==> src/rtl/frame_sum_accumulator.sv <==
// Integrates ACC_LEN consecutive adder sums into one frame total behind a one-deep valid/ready register.
// Optional ACC_SATURATE_EN: clamp each add to the WIDTH_ACC range and flag it on acc_sat.
module frame_sum_accumulator #(
  parameter int unsigned WIDTH_IN  = 22,
  parameter int unsigned IS_SIGNED = 0,
  parameter int unsigned IN_DELAY  = 5,
  parameter int unsigned ACC_LEN   = 8,
  parameter int unsigned WIDTH_ACC = 25
) (
  input  logic                 clk,
  input  logic                 rst,
  input  logic                 ena,
  input  logic [WIDTH_IN-1:0]  din,
  input  logic                 clear,
  output logic [WIDTH_ACC-1:0] acc_out,
  output logic                 acc_valid,
  input  logic                 acc_ready,
  output logic                 acc_sat,
  output logic                 overrun
);

  localparam int unsigned CNT_W = (ACC_LEN > 2) ? $clog2(ACC_LEN) : 1;
  localparam int unsigned EXT_W = WIDTH_ACC + 1;

  typedef enum logic {IDLE, ACCUM} state_t;

  state_t               state, state_nxt;
  logic [IN_DELAY-1:0]  dly;
  logic                 s_valid_c;
  logic [CNT_W-1:0]     cnt, cnt_nxt;
  logic [WIDTH_ACC-1:0] acc, acc_nxt;
  logic                 sat_run, sat_run_nxt;
  logic [EXT_W-1:0]     din_ext_c, acc_ext_c, sum_c;
  logic [WIDTH_ACC-1:0] add_res_c;
  logic                 add_clamp_c, sat_frame_c, frame_done_c;

  // ena delay line recovers the validity of the adder's output sample
  generate
    if (IN_DELAY == 1) begin : g_dly1
      always_ff @(posedge clk) begin
        if (rst) dly <= '0;
        else     dly <= ena;
      end
    end else begin : g_dlyn
      always_ff @(posedge clk) begin
        if (rst) dly <= '0;
        else     dly <= {dly[IN_DELAY-2:0], ena};
      end
    end
  endgenerate

  assign s_valid_c = dly[IN_DELAY-1];

  generate
    if (IS_SIGNED != 0) begin : g_sext
      assign din_ext_c = {{(EXT_W-WIDTH_IN){din[WIDTH_IN-1]}}, din};
      assign acc_ext_c = {acc[WIDTH_ACC-1], acc};
    end else begin : g_zext
      assign din_ext_c = {{(EXT_W-WIDTH_IN){1'b0}}, din};
      assign acc_ext_c = {1'b0, acc};
    end
  endgenerate

  // first sample of a frame loads rather than adds
  assign sum_c = ((cnt == '0) ? '0 : acc_ext_c) + din_ext_c;

`ifdef ACC_SATURATE_EN
  always_comb begin
    add_clamp_c = 1'b0;
    add_res_c   = sum_c[WIDTH_ACC-1:0];
    if (IS_SIGNED != 0) begin
      if (sum_c[WIDTH_ACC] != sum_c[WIDTH_ACC-1]) begin
        add_clamp_c = 1'b1;
        add_res_c   = sum_c[WIDTH_ACC] ? {1'b1, {(WIDTH_ACC-1){1'b0}}}
                                       : {1'b0, {(WIDTH_ACC-1){1'b1}}};
      end
    end else if (sum_c[WIDTH_ACC]) begin
      add_clamp_c = 1'b1;
      add_res_c   = '1;
    end
  end
`else
  logic unused_carry;
  assign unused_carry = sum_c[WIDTH_ACC];
  assign add_clamp_c  = 1'b0;
  assign add_res_c    = sum_c[WIDTH_ACC-1:0];
`endif

  // clamp flag accumulates across the frame; restarts on a frame's first sample
  assign sat_frame_c = add_clamp_c | ((cnt == '0) ? 1'b0 : sat_run);

  always_ff @(posedge clk) begin
    if (rst) begin
      state     <= IDLE;
      cnt       <= '0;
      acc       <= '0;
      sat_run   <= 1'b0;
      acc_out   <= '0;
      acc_valid <= 1'b0;
      acc_sat   <= 1'b0;
      overrun   <= 1'b0;
    end else begin
      state   <= state_nxt;
      cnt     <= cnt_nxt;
      acc     <= acc_nxt;
      sat_run <= sat_run_nxt;
      if (frame_done_c) begin
        acc_out   <= add_res_c;
        acc_sat   <= sat_frame_c;
        acc_valid <= 1'b1;
        if (acc_valid && !acc_ready) overrun <= 1'b1;
      end else if (acc_valid && acc_ready) begin
        acc_valid <= 1'b0;
      end
    end
  end

  // next-state: consume samples on s_valid, clear flushes the partial frame
  always_comb begin
    state_nxt    = state;
    cnt_nxt      = cnt;
    acc_nxt      = acc;
    sat_run_nxt  = sat_run;
    frame_done_c = 1'b0;
    case (state)
      IDLE:    if (s_valid_c) state_nxt = ACCUM;
      ACCUM:   state_nxt = ACCUM;
      default: state_nxt = IDLE;
    endcase
    if (s_valid_c) begin
      acc_nxt = add_res_c;
      if (cnt == CNT_W'(ACC_LEN - 1)) begin
        cnt_nxt      = '0;
        sat_run_nxt  = 1'b0;
        frame_done_c = 1'b1;
      end else begin
        cnt_nxt     = CNT_W'(cnt + 1'b1);
        sat_run_nxt = sat_frame_c;
      end
    end
    if (clear) begin
      state_nxt    = IDLE;
      cnt_nxt      = '0;
      acc_nxt      = '0;
      sat_run_nxt  = 1'b0;
      frame_done_c = 1'b0;
    end
  end

endmodule

==> config.mk <==
export PLATFORM = sky130hd
export DESIGN_NAME = frame_sum_accumulator
export DESIGN_NICKNAME = d
export VERILOG_FILES = /design/src/rtl/frame_sum_accumulator.sv
export SDC_FILE = /design/constraint.sdc
export NUM_CORES = 1
export LEC_CHECK = 0
export ABC_AREA = 1
export CAP_MARGIN = 20
export CORE_ASPECT_RATIO = 2
export CORE_MARGIN = 5
export CORE_UTILIZATION = 30
export DETAILED_ROUTE_END_ITERATION = 8
export GPL_ROUTABILITY_DRIVEN = 0
export PLACE_DENSITY = 0.47
export SYNTH_ARGS = -nofsm -noshare
export SYNTH_HDL_FRONTEND = slang
export SYNTH_SLANG_ARGS = --single-unit
==> constraint.sdc <==
create_clock -name clk -period 2.5 [get_ports clk]
set_input_delay 0.5 -clock clk [delete_from_list [all_inputs] [get_ports clk]]
set_output_delay 0.5 -clock clk [all_outputs]
set_load 0.005 [all_outputs]
Yosys cells after proc, flatten, opt, wreduce, memory -nomap -nowiden. Index checks and enable logic that the tools add are counted.

Bits in read-only memories: 0. Memories kept: 0. Bits of input ports: 27. Register bits after elaboration: 62. Logic and storage cells: 27. Bits in writable memories: 0. Bits in latches: 0. Output and inout bits: 28.

Magnitude comparators: 0. $mul: 0. Equal/unequal tests: 1. Reductions and logical operators: 7. Muxes and demuxes: 9. Bitwise logic cells: 0. Divide/modulo/power cells: 0. Shift operators: 0. Add/sub/neg operators: 2.

Operators with widths (number): adder 25 x 22 -> 25 bit (1); 2-to-1 mux 25 bit (1); 2-to-1 mux 1 bit (7); adder 3 x 1 -> 3 bit (second input constant) (1); == test 3 bit (second input constant) (1); logical NOT 3 bit (1); 2-to-1 mux 3 bit (1); logical AND 1 bit (2); AND reduction 2 bit (1); nonzero test 2 bit (1); OR reduction 2 bit (1); logical NOT 1 bit (1).

Depth between registers and ports, before layout. Gate-level depths: netlist of run 1.

Word-level depth: 5. Depth in mapped cells: 19. Depth with buffers taken out: 18.

Least setup slack after synthesis of run 1. No wires, ideal clock.

Path kind: reg-to-reg. Start: reg cnt[0]. End: reg acc[16]. Library setup time: 0.109 ns. Arrival time: 2.376 ns. Setup slack: 0.015 ns. Stages on the path, launching flop included: 19. Path buffers: 1. Cell sequence: dfxtp_1 > inv_1 > ha_1 > nand2_1 > inv_2 > clkbuf_1 > nor2_1 > ha_1 > fa_1 > nand2_1 > nand2_1 > nand3_1 > nand2_2 > nand2_1 > nand2_1 > xnor2_1 > nand2_1 > nand2_1 > inv_1.

Word-level cells in the longest chain between the ends: 3.

RTL lines: from (decl) (line 30) `logic [CNT_W-1:0] cnt, cnt_nxt;`; from (signal assigned) (line 104) `cnt <= cnt_nxt;`; logical NOT 3 bit (line 65) `assign sum_c = ((cnt == '0) ? '0 : acc_ext_c) + din_ext_c;`; 2-to-1 mux 25 bit (line 65); adder 25 x 22 -> 25 bit (line 65); to (signal assigned) (line 105) `acc <= acc_nxt;`; to (decl) (line 31) `logic [WIDTH_ACC-1:0] acc, acc_nxt;`.

Every way passes these cells. A chain may end at the register's enable or synchronous reset.

Worst setup path in the final report of run 1.
Start: reg cnt[1]. End: reg acc_out[19].

Word-level cells in the longest chain between the ends: 4. Elaborated cells between the ends (all ways): 7.

RTL lines: branches (longest 4 deep; another with adder 25 x 22 -> 25 bit); to (signal assigned) (line 108) `acc_out <= add_res_c;`; to (decl) (line 15) `output logic [WIDTH_ACC-1:0] acc_out,`.

Parallel ways; which one is timed is not known.

==> impl_metrics.json, run 1 <==
{
  "core-area_um2": 14300,
  "worstPathRequired_ns": 2.74,
  "grt_pass1_vias": 4518,
  "synth_cells": 719,
  "syn_to_final_growth_pct": 37.9,
  "synth_xor_xnor_area_share_pct": 1.63,
  "max_cap_violations": 0,
  "synth_common_cells": "181 x nand2_1, 157 x inv_1, 111 x nor2_1",
  "synth_compound_area_share_pct": 8.28,
  "synthArstFlopShare_pct": 0,
  "synthTopCellsByArea": "dfxtp_1 29%, nand2_1 16%, inv_1 14%",
  "worstMarginPinSlew_ns": 0.410,
  "yosys_warnings": 0,
  "mappedNetlistArea_um2": 4310,
  "drv_slew": 0,
  "h-tree-depth": 3,
  "vdd_ir_drop_max_uv": 306,
  "numCtsBuffers": 9,
  "whs_endpoint": "dly[3]$_SDFF_PP0_",
  "max-slew-margin-rel_pct": 72.7,
  "synth_fa_ha_area_share_pct": 7.73,
  "period_share_pct": 95.6,
  "io_pins": 55,
  "start_util_pct": 30.2,
  "clk_pin_slew_ns": 0.06,
  "clkLatencyLatePin_ns": 0.33,
  "critPathKind": "reg -> reg",
  "layout_min_cycle_time_ns": 2.39,
  "die_w_um": 94.7,
  "ant_nets": 0,
  "reg2regPathDepth": 15,
  "synth_top_area_share_pct": 28.8,
  "drc": 0,
  "setup-violations-final": 0,
  "cts_tree": "done",
  "drive_gt1_share_pct": 16.9,
  "power_leakage_uw": 0.00292,
  "dieArea_um2": 17000,
  "setup_slack_ns": 0.109,
  "ys_types": 32,
  "power.density_nw_per_um2": 421,
  "synth-simple-area-share_pct": 37.2,
  "overflow": 0,
  "clock_skew_ns": 0.00608,
  "holdCritPathClass": "reg -> reg",
  "die_h_um": 179,
  "grt_setup_unrepaired": "true",
  "end_kind": "flop",
  "antennaDiodeCount": 0,
  "routedWlPerCell_um": 13.8,
  "fin_util_pct": 41.6,
  "status": "finished, final reports clean",
  "finalHoldViolCount": 0,
  "yosysMostFrequentCell": "nand2_1",
  "cts_sinks": 62,
  "fmax_mhz": 418,
  "drt_iter0_drc": 151,
  "rr_startpoint": "cnt[1]$_SDFFE_PP0P_",
  "synth_ff_type": "dfxtp_1",
  "pre_cts_slack_ns": -0.151,
  "vias": 4452,
  "synth_enable_flop_cells": 0,
  "grt_pass1_wl_mm": 22.2,
  "num_rows": 62,
  "r2r-end": "acc_out[19]$_SDFFE_PP0P_",
  "ctsRootBufferMaster": "clkbuf_16",
  "clk_path_buf_depth": 2,
  "hold_path_depth": 2,
  "multi_input_area_um2": 2620,
  "vias_per_cell": 4.41,
  "grt_max_degree": 35,
  "synth_mux_area_share_pct": 0,
  "dpl.hpwl_mm": 10.5,
  "grt_antenna_before_repair": 0,
  "final_cells": 1009,
  "syn_nets": 772,
  "r2r_setup_slack_ns": 0.11,
  "wirelength_mm": 14.0,
  "placed_cells": 982,
  "holdBufCountCts": 0,
  "yosysSeqAreaShare_pct": 28.8,
  "cp-start-kind": "flop",
  "first_pass_iters": 4,
  "seq_area_um2": 1240,
  "power_uw": 2500,
  "synth_top_family_by_area": "simple AND/OR/NAND/NOR gates",
  "timing.hold.ws_ns": 0.404,
  "nFillCells": 1558,
  "synth_area_leader_cell": "dfxtp_1",
  "synth.avg_cell_area_um2": 5.99,
  "nets": 865,
  "cp.arrival_ns": 2.63,
  "synth_seq_cells": 62,
  "grtUsageTotal_pct": 16.8,
  "path_max_fanout": 6,
  "io_buffers": 54,
  "worstHoldStart": "dly[2]$_SDFF_PP0_"
}
-- how the worst max path moves through the flow --
stage	from	to	slack [ns]
final	cnt[1]$_SDFFE_PP0P_	acc_out[19]$_SDFFE_PP0P_	0.11
after global routing	cnt[1]$_SDFFE_PP0P_	acc_out[23]$_SDFFE_PP0P_	-0.06
after CTS	cnt[1]$_SDFFE_PP0P_	acc_out[20]$_SDFFE_PP0P_	-0.0005
after detailed placement	cnt[1]$_SDFFE_PP0P_	acc[19]$_SDFFE_PP0P_	-0.15
after global placement	cnt[1]$_SDFFE_PP0P_	acc[19]$_SDFFE_PP0P_	-0.13
after floorplan	cnt[0]$_SDFFE_PP0P_	acc[16]$_SDFFE_PP0P_	0.01
-- layout make-up --
cell class	count	area share (%)
clock buffers	9	3.79
well taps	192	4.05
inverters	158	10.1
clock inverters	7	1.24
flip-flops and latches	62	20.9
repair buffers	100	15.8
multi-input cells	481	44.1
-- flip-flops by register name, indices dropped and copies added (netlist names) --
name       cells
acc           25
acc_out       25
dly            5
cnt            3
acc_sat        1
acc_valid      1
overrun        1
sat_run        1
-- cells by family (layout without fill, tap and decap cells) --
| family | after synthesis | after routing |
|---|---|---|
| and+or+nand+nor | 381 | 381 |
| buffers and inverters | 176 | 274 |
| AOI/OAI and AO/OA | 66 | 66 |
| DFF | 62 | 62 |
| adders and majority gates | 26 | 26 |
| xor gates and xnor gates | 8 | 8 |
-- power breakdown --
group | total [uW] | internal, uW | leakage, uW | switching [uW]
clock | 1270 | 774 | 0.000146 | 493
combinational | 236 | 109 | 0.00227 | 127
sequential | 994 | 993 | 0.000501 | 1.43
total | 2500 | 1880 | 0.00292 | 622
-- per-stage QoR --
step                      setup TNS, ns  instance area [um^2]
final                                 0                  5940
after floorplan                       0                  4310
after global routing             -0.304                  5940
after detailed placement          -1.00                  5270
after CTS                     -0.000521                  5690
after global placement           -0.590                  5270
-- placed cells by master (no fill, tap or decap), types with 9 or more instances in the layout --
cell | netlist | final
buf_4 | 0 | 41
clkdlybuf4s50_1 | 0 | 54
nor2_1 | 111 | 99
nand4_1 | 9 | 9
nor2_2 | 7 | 13
ha_1 | 25 | 16
dfxtp_1 | 62 | 60
nand2_2 | 8 | 25
clkbuf_16 | 0 | 10
inv_1 | 157 | 153
nand2_1 | 181 | 162
a21oi_1 | 39 | 35
o21ai_0 | 10 | 9
nand3_1 | 52 | 51
-- critical path: stages, from the launching register on --
cell and delay, ns:
dfxtp_2 0.33, inv_2 0.07, ha_4 0.15, nand2_4 0.07, inv_8 0.09, buf_4 0.16
nor2_1 0.05, ha_1 0.33, nand2_2 0.13, nor2_4 0.18, and2_1 0.17, nand4_1 0.19
nand4_1 0.19, nand3_1 0.09, nand2_1 0.06, inv_1 0.03
-- routing by layer --
layer  vias up  part of all wire, %  GRT usage [%]
li1       2367                    -              -
met1      1991                   37           17.3
met2        68                   56           31.9
met3        26                  3.0           2.85
met4         0                  3.6           7.46
met5         -                    0              0
-- timing repair --
item | in CTS | in global routing
pin swaps | 4 | 16
gates cloned | 0 | 1
gates resized for setup | 22 | 48
buffers inserted | 2 | 8
setup endpoints to repair | 21 | 40
(Power assumes the default switching activity.)
==> inputs of run 2 (changes only) <==
- CORE_MARGIN: 5 -> 3
- RECOVER_POWER: default -> 100
==> run 2 against run 1 <==
Effect of this change: clock-buffer cell count unchanged; non-clock buffer count increased by 2; cell count hardly changed; sequential power is essentially flat; sequential share of layout area down 0.16 points; hold slack improved by 0.0011 ns; combinational power about the same; fmax shrank 0.51%; via count down 0.13%; global-route usage grew 0.36 points; power down 2.4%; largest cell class unchanged; highest routed layer unchanged.
==> impl_metrics.json, run 2 (synthesis gave the netlist of run 1 again) <==
{
  "ant_nets": 0,
  "core-area_um2": 14000,
  "grt_pass1_wl_mm": 21.2,
  "nets": 867,
  "worstPathRequired_ns": 2.74,
  "drv_slew": 0,
  "max_cap_violations": 0,
  "grtUsageTotal_pct": 17.2,
  "drc": 0,
  "period_share_pct": 96.1,
  "setup_slack_ns": 0.0968,
  "clk_path_buf_depth": 2,
  "grt_setup_unrepaired": "true",
  "first_pass_iters": 4,
  "status": "finished, final reports clean",
  "nFillCells": 1473,
  "cp-start-kind": "flop",
  "clk_pin_slew_ns": 0.06,
  "pre_cts_slack_ns": -0.139,
  "fmax_mhz": 416,
  "cts_sinks": 62,
  "timing.hold.ws_ns": 0.405,
  "cp.arrival_ns": 2.64,
  "final_area_um2": 5980,
  "holdBufCountCts": 0,
  "finalHoldViolCount": 0,
  "dieArea_um2": 15900,
  "overflow": 0,
  "end_kind": "flop",
  "io_pins": 55,
  "syn_to_final_growth_pct": 38.9,
  "drive_gt1_share_pct": 18.9,
  "final_common_cell": "inv_1",
  "clkLatencyLatePin_ns": 0.34,
  "place_area_um2": 5300,
  "worstMarginPinSlew_ns": 0.771,
  "ctsRootBufferMaster": "clkbuf_16",
  "critPathKind": "reg -> reg",
  "grt_antenna_before_repair": 0,
  "die_w_um": 90.7,
  "wirelength_mm": 13.6,
  "mostFrequentLayoutCells": "152 x inv_1, 151 x nand2_1, 95 x nor2_1",
  "vias": 4446,
  "start_util_pct": 30.8,
  "cts_tree": "done",
  "layout_min_cycle_time_ns": 2.40,
  "num_rows": 61,
  "clock_skew_ns": 0.00939,
  "routedWlPerCell_um": 13.5,
  "power_leakage_uw": 0.00302,
  "holdCritPathClass": "reg -> reg",
  "grt_pass1_vias": 4251,
  "io_buffers": 54,
  "drt_iter0_drc": 202,
  "antennaDiodeCount": 0,
  "power.density_nw_per_um2": 407,
  "dpl.hpwl_mm": 10.3,
  "vias_per_cell": 4.41,
  "grt_max_degree": 31,
  "numCtsBuffers": 9,
  "vdd_ir_drop_max_uv": 363,
  "setup-violations-final": 0,
  "largestRegisters": "acc (25), acc_out (25), dly (5)",
  "die_h_um": 175,
  "h-tree-depth": 3,
  "path_max_fanout": 6,
  "max-slew-margin-rel_pct": 48.6
}
[run 2: cell types whose count changed in the layout (fill, tap and decap cells not counted), moves of 3 or more]
cell             delta
nor2_2              +3
nor2_1              -4
clkdlybuf4s50_1    -28
dlygate4sd3_1      +28
nand2_2            +11
nand2_1            -11
[run 2: metal layers]
metal,vias up,routed length [um],GRT usage [%]
li1,2374,-,-
met1,1973,5070,16.9
met2,75,7710,34.2
met3,24,307,2.10
met4,0,507,8.57
met5,-,0,0
[run 2: final cells by class]
| type | instances | area (um^2) | share of cell area, % |
|---|---|---|---|
| clock buffer | 9 | 225 | 3.76 |
| multi-input combinational | 481 | 2650 | 44.3 |
| clock inverter | 7 | 57.6 | 0.962 |
| sequential | 62 | 1240 | 20.8 |
| tap | 189 | 236 | 3.95 |
| inverter | 158 | 601 | 10.0 |
| timing repair buffer | 102 | 968 | 16.2 |
[run 2: power by group]
| part | switching [uW] | internal, uW | total [uW] |
|---|---|---|---|
| Clock | 527 | 684 | 1210 |
| Sequential | 1.43 | 992 | 994 |
| Combinational | 127 | 107 | 233 |
| Total | 655 | 1780 | 2440 |
[run 2: final timing paths]
| kind | startpoint | endpoint | slack, ns | cells past startpoint |
|---|---|---|---|---|
| worst max-delay path | cnt[1]$_SDFFE_PP0P_ | acc[12]$_SDFFE_PP0P_ | 0.1 | 17 |
| worst min register to register | dly[1]$_SDFF_PP0_ | dly[2]$_SDFF_PP0_ | 0.40 | 2 |
| worst max register to register | cnt[1]$_SDFFE_PP0P_ | acc[12]$_SDFFE_PP0P_ | 0.1 | 17 |
| worst min-delay path | dly[1]$_SDFF_PP0_ | dly[2]$_SDFF_PP0_ | 0.40 | 2 |
[run 2: metrics by stage]
| step | utilization [%] | setup TNS [ns] | instances | total power [uW] |
|---|---|---|---|---|
| after floorplan | - | 0 | 719 | 1120 |
| after global placement | 37.9 | -0.432 | 981 | 1220 |
| after detailed placement | 37.9 | -0.868 | 981 | 1220 |
| after CTS | 40.5 | -0.0309 | 999 | 2460 |
| after global routing | 42.8 | -0.0844 | 1008 | 2550 |
| final | 42.8 | 0 | 1008 | 2440 |
[run 2: timing repair]
action | in CTS | in global routing
gates resized for setup | 18 | 71
endpoints found under the setup margin | 16 | 39
buffers inserted | 2 | 8
cloned | 0 | 1
pin swaps | 4 | 30
[run 2: worst max-delay path: stages (launching register included)]
cell and delay [ns]:
dfxtp_2 0.34, inv_2 0.05, ha_4 0.16, nand2_4 0.08, inv_8 0.05, clkbuf_16 0.16
nor2_1 0.18, ha_4 0.25, nand2_2 0.11, inv_1 0.07, a21oi_2 0.18, nand2_2 0.13
buf_4 0.15, nand2_1 0.08, a21o_1 0.14, nand3_1 0.06, nand2_1 0.06, inv_1 0.03
